[config.mk]
export PLATFORM = sky130hd
export DESIGN_NAME = tm_tape_ctrl
export DESIGN_NICKNAME = d
export VERILOG_FILES = /design/src/rtl/tm_tape_ctrl.sv
export SDC_FILE = /design/constraint.sdc
export NUM_CORES = 1
export LEC_CHECK = 0
export ABC_CLOCK_PERIOD_IN_PS = 4110
export BUFFER_PORTS_ARGS = -buffer_cell sky130_fd_sc_hd__clkbuf_2
export CAP_MARGIN = 20
export CORE_MARGIN = 1.5
export CORE_UTILIZATION = 45
export CTS_CLUSTER_DIAMETER = 120
export DETAILED_ROUTE_END_ITERATION = 10
export PLACE_DENSITY_LB_ADDON = 0.3
export RECOVER_POWER = 100
export SLEW_MARGIN = 20
export SYNTH_ARGS = -nofsm -noshare
export SYNTH_HDL_FRONTEND = slang
export SYNTH_SLANG_ARGS = --single-unit
[constraint.sdc]
create_clock -name clk -period 4.11 [get_ports clk]
set_input_delay 0.2055 -clock clk [delete_from_list [all_inputs] [get_ports clk]]
set_output_delay 0.2055 -clock clk [all_outputs]
set_load 0.01 [all_outputs]
[src/rtl/tm_tape_ctrl.sv]
// tm_tape_ctrl: step sequencer for the Turing-machine tape RAM.
// It clears the tape to BLANK after reset and owns the head address.
// It runs one step per command: an optional write, a head move, then a read of the new cell.
// The RAM read data comes back on mem_out, one cycle after the address is presented.
// Optional build macro TM_TAPE_WRAP_EN: the head wraps at the tape ends instead of clamping.
module tm_tape_ctrl #(
   parameter int                    DATA_WIDTH = 32,
   parameter int                    ADDR_SPACE = 14,
   parameter int                    HEAD_INIT  = 2**(ADDR_SPACE-1),
   parameter logic [DATA_WIDTH-1:0] BLANK      = '0
) (
   input  logic                  clk,
   input  logic                  rst_n,
   input  logic                  cmd_valid,
   output logic                  cmd_ready,
   input  logic                  cmd_write,
   input  logic [DATA_WIDTH-1:0] cmd_sym,
   input  logic [1:0]            cmd_move,
   output logic                  rsp_valid,
   input  logic                  rsp_ready,
   output logic [DATA_WIDTH-1:0] rsp_sym,
   output logic                  rsp_edge,
   output logic [ADDR_SPACE-1:0] head_addr,
   output logic                  busy,
   output logic [ADDR_SPACE-1:0] mem_addr,
   output logic [DATA_WIDTH-1:0] mem_data,
   output logic                  mem_we,
   input  logic [DATA_WIDTH-1:0] mem_out
);

   typedef enum logic [2:0] {
      S_CLEAR,
      S_IDLE,
      S_EXEC,
      S_FETCH,
      S_WAIT,
      S_RESP
   } state_t;

   localparam logic [ADDR_SPACE-1:0] HEAD_RST = HEAD_INIT[ADDR_SPACE-1:0];
   localparam logic [ADDR_SPACE-1:0] ADDR_MAX = {ADDR_SPACE{1'b1}};

   state_t                  state;
   state_t                  next_state;
   logic [ADDR_SPACE-1:0]   clr_cnt;
   logic                    init_pending;
   logic                    lat_write;
   logic [DATA_WIDTH-1:0]   lat_sym;
   logic [1:0]              lat_move;
   logic [ADDR_SPACE-1:0]   head_next;
   logic                    edge_next;

   // State register; a low rst_n always restarts the tape clear
   always_ff @(posedge clk) begin
      if (!rst_n) begin
         state <= S_CLEAR;
      end else begin
         state <= next_state;
      end
   end

   // Datapath registers: clear counter, latched command, head, response
   always_ff @(posedge clk) begin
      if (!rst_n) begin
         clr_cnt      <= '0;
         init_pending <= 1'b0;
         lat_write    <= 1'b0;
         lat_sym      <= '0;
         lat_move     <= 2'b00;
         head_addr    <= HEAD_RST;
         rsp_sym      <= '0;
         rsp_edge     <= 1'b0;
      end else begin
         case (state)
            S_CLEAR: begin
               clr_cnt <= clr_cnt + 1'b1;
               if (clr_cnt == ADDR_MAX) begin
                  init_pending <= 1'b1;
               end
            end
            S_IDLE: begin
               if (cmd_valid) begin
                  lat_write <= cmd_write;
                  lat_sym   <= cmd_sym;
                  lat_move  <= cmd_move;
               end
            end
            S_EXEC: begin
               head_addr <= head_next;
               rsp_edge  <= edge_next;
            end
            S_WAIT: begin
               rsp_sym      <= mem_out;
               init_pending <= 1'b0;
            end
            default: begin
            end
         endcase
      end
   end

   // Head move arithmetic with end-of-tape detection
   always_comb begin
      head_next = head_addr;
      edge_next = 1'b0;
      case (lat_move)
         2'b01: begin
            edge_next = (head_addr == '0);
`ifdef TM_TAPE_WRAP_EN
            head_next = head_addr - 1'b1;
`else
            if (head_addr != '0) begin
               head_next = head_addr - 1'b1;
            end
`endif
         end
         2'b10: begin
            edge_next = (head_addr == ADDR_MAX);
`ifdef TM_TAPE_WRAP_EN
            head_next = head_addr + 1'b1;
`else
            if (head_addr != ADDR_MAX) begin
               head_next = head_addr + 1'b1;
            end
`endif
         end
         default: begin
         end
      endcase
   end

   // Next-state sequencing through clear and the step pipeline
   always_comb begin
      next_state = state;
      case (state)
         S_CLEAR: begin
            if (clr_cnt == ADDR_MAX) begin
               next_state = S_FETCH;
            end
         end
         S_IDLE: begin
            if (cmd_valid) begin
               next_state = S_EXEC;
            end
         end
         S_EXEC:  next_state = S_FETCH;
         S_FETCH: next_state = S_WAIT;
         S_WAIT:  next_state = init_pending ? S_IDLE : S_RESP;
         S_RESP: begin
            if (rsp_ready) begin
               next_state = S_IDLE;
            end
         end
         default: next_state = S_CLEAR;
      endcase
   end

   // Output decode: handshakes and the RAM port, write enable gated by reset
   always_comb begin
      cmd_ready = 1'b0;
      rsp_valid = 1'b0;
      busy      = 1'b1;
      mem_we    = 1'b0;
      mem_addr  = head_addr;
      mem_data  = BLANK;
      case (state)
         S_CLEAR: begin
            mem_we   = rst_n;
            mem_addr = clr_cnt;
         end
         S_IDLE: begin
            cmd_ready = 1'b1;
            busy      = 1'b0;
         end
         S_EXEC: begin
            mem_we   = rst_n & lat_write;
            mem_data = lat_sym;
         end
         S_RESP: begin
            rsp_valid = 1'b1;
         end
         default: begin
         end
      endcase
   end

endmodule

==> metrics.md <==
| Metric | Value |
|---|---|
| Clk sinks | `100` |
| Final Hold Fails | `0` |
| Port bufs | `167` |
| Drt wl/cell | `14.4 um` |
| Buffer depth of the longest clock path | `2` |
| Largest net degree at the start of global routing | `58` |
| Tot GR Track Use | `21.8%` |
| Syn nets | `694` |
| Dominant cells by area after synthesis | `dfxtp_1 (40%), nand2_1 (12%), a21boi_0 (11%), and3_1 (4.1%), ha_1 (4.0%)` |
| Slew margin rel. | `-37.0%` |
| Root Buffer | `clkbuf_8` |
| CP required | `4370 ps` |
| Clk_lat worst skew | `360 ps` |
| Detailed-route via count | `4656` |
| Worst vdd ir | `0.000190 V` |
| Avg Cell Area, Syn | `~8.3 sq um` |
| Initial Utilization | `46.4%` |
| Setup Skew | `10.2 ps` |
| Routed Antenna Nets | `0` |
| Die area | `~0.012 sq mm` |
| Most instantiated library cell after synthesis | `nand2_1` |
| Hold Buf Count CTS | `0` |
| Area leader, netlist | `dfxtp_1` |
| Placed cell count | `just under 900` |
| First-pass GRT wire length | `20600 um` |
| CP Max Fanout | `43` |
| Die width | `109 um` |
| Final nets | `approximately 840` |
| Die height | `between 100 and 150 um` |
| Antenna cell count | `0` |
| CTS tree | `built` |
| Synth cell count leaders | `nand2_1 (155), dfxtp_1 (100), a21boi_0 (71)` |
| DR pass1 iterations | `5` |
| Clock slew seen by the registers of the worst setup and hold paths | `around 100 ps` |
| Final setup margin | `981 ps` |
| Worst Setup End Kind | `flop` |
| Final Max Slew Viols | `slightly below 60` |
| Post-synth EDFFs | `0` |
| Layout cells sized above 1 | `between 10% and 20%` |
| Status | `finished, violations left` |
| Number of global-route vias before repair | `4399` |
| Crit path time final | `3130 ps` |
| Violated checks | `max-capacitance violations, max-slew violations` |
| Total CTS buffers | `9` |
| Delay-heaviest family, CP | `simple AND/OR/NAND/NOR gates` |
| Lkg Pwr | `2.39 nW` |
| Synth Warn # | `0` |
| Crit-path cells | `nand2_1 -> nor4_2 -> buf_4 -> mux2i_1 -> nor4_1` |
| # setup viols final | `0` |
| Worst min path class | `in2reg` |
| Max Clock Freq | `320 MHz` |
| Seq/Total Area, Yosys | `39.6%` |
| Fin Setup TNS | `0 ps` |
| RSZ-0062 raised after global routing | `false` |
| Synth top area share | `39.6%` |
| Measured slew at the worst slew-check pin | `2050 ps` |
| I/O pin count | `168` |
| RD Place Congestion | `0.917` |
| Initial antenna violation count | `0` |
| Finished Layout Cells | `894` |
| Remaining DRCs | `0` |
| WP data arrival | `approximately 3400 ps` |
| Pre-CTS WS | `1260 ps` |
| Core Rows | `38` |
| Core ar. | `0.0109 sq mm` |
| Crit-path max cell delay | `1050 ps` |
| Slowest stage cell, crit path | `dfxtp_1` |
| # resized after CTS | `0` |
| Post-Route WL | `12800 um` |
| CP bufs+invs | `1` |
| H-tree levels | `3` |
| Max-cap violations | `1` |
| Power Dens Cells | `between 200 and 300 mW/mm^2` |
| Synth Flop Type | `dfxtp_1` |
| Postcts setup bufs | `0` |
| Congestion Overflow GR | `0` |
| Fin crit share | `76.1%` |
| Post-Syn Instances | `606` |
| Initial DRC count | `187` |
| Synth Register Bits | `100` |
| Ys async rst share | `0%` |
| Drt via density | `about 5.2` |
| Setup Crit Path Kind | `reg2reg` |
| Layout area overhead | `18.2%` |
| Synth unique cells | `53` |
| Startpoint types | `flop` |
| Cell Area, Synth | `roughly 0.0051 sq mm` |
| HPWL Detailed | `around 9400 um` |
==> path summary, 6_finish.rpt <==
check / slack [ps] / end / from / depth (start not counted)
max reg2reg: 980 / head_addr[13] / state[1] / 5
max: 980 / head_addr[13] / state[1] / 5
min: 60 / lat_sym[11] / cmd_sym[11] / 3
min reg2reg: 470 / lat_sym[9] / lat_sym[9] / 2
==> state kept, by name, summed over array words and instances (netlist names) <==
signal / flops
lat_sym: 32
state: 3
init_pending: 1
rsp_edge: 1
lat_move: 2
lat_write: 1
head_addr: 14
clr_cnt: 14
rsp_sym: 32
==> logic make-up (layout without fill, tap and decap cells) <==
group,after synthesis,in the layout,synth area share [%]
fa+ha+maj,17,17,4.36
simple gates,272,272,26.5
xor+xnor,19,19,3.29
flops,100,100,39.6
compound gates,125,125,17.6
mux,19,19,4.06
buf+inv,54,202,4.55
==> through the flow <==
step,area (sq um),hold slack (ps),util (%),power [mW]
after floorplan,5050,350,-,1.03
after global placement,5930,438,54.5,1.07
after detailed placement,5930,448,54.5,1.07
after CTS,6110,48.1,56.1,1.66
after global routing,5980,44.4,54.9,1.72
final,5980,64.3,54.9,1.64
==> worst register-to-register path: cells and delay by family (launching register included) <==
kind          cells  cell delay, ps
buf+inv           1             360
flops             1            1050
mux               1             110
simple gates      3            1510
==> area by class of cell <==
| type | count | area [sq um] |
|---|---|---|
| clock inverter | 6 | 51.3 |
| fill | 1105 | 4910 |
| timing repair buffer | 172 | 752 |
| multi-input combinational | 452 | 2820 |
| sequential | 100 | 2000 |
| inverter | 14 | 52.6 |
| tap | 140 | 175 |
| clock buffer | 10 | 128 |
==> where the power goes <==
part	internal [mW]	leakage [nW]	switching, mW
Combinational	0.0416	1.49	0.0319
Sequential	0.971	0.806	0.00278
Clock	0.233	0.0940	0.356
Total	1.25	2.39	0.391
==> per-layer routing <==
| metal | vias up | global-route usage (%) | wire, um |
|---|---|---|---|
| met5 | - | 0 | 0 |
| met4 | 0 | 5.64 | 123 |
| met3 | 13 | 5.62 | 1070 |
| met2 | 166 | 35.4 | 6020 |
| met1 | 2128 | 28.6 | 5610 |
| li1 | 2349 | - | - |
==> cells in the final DEF (no fill, tap or decap), types with 14 or more instances in the layout <==
master	synthesis	routed
a21boi_0	71	73
nand2_1	155	154
dfxtp_1	100	100
ha_1	16	16
clkbuf_1	33	94
inv_1	14	14
o21ai_0	14	14
clkbuf_2	0	76
a21oi_1	16	16
and3_1	33	33
Power figures use the tool's default switching activity.
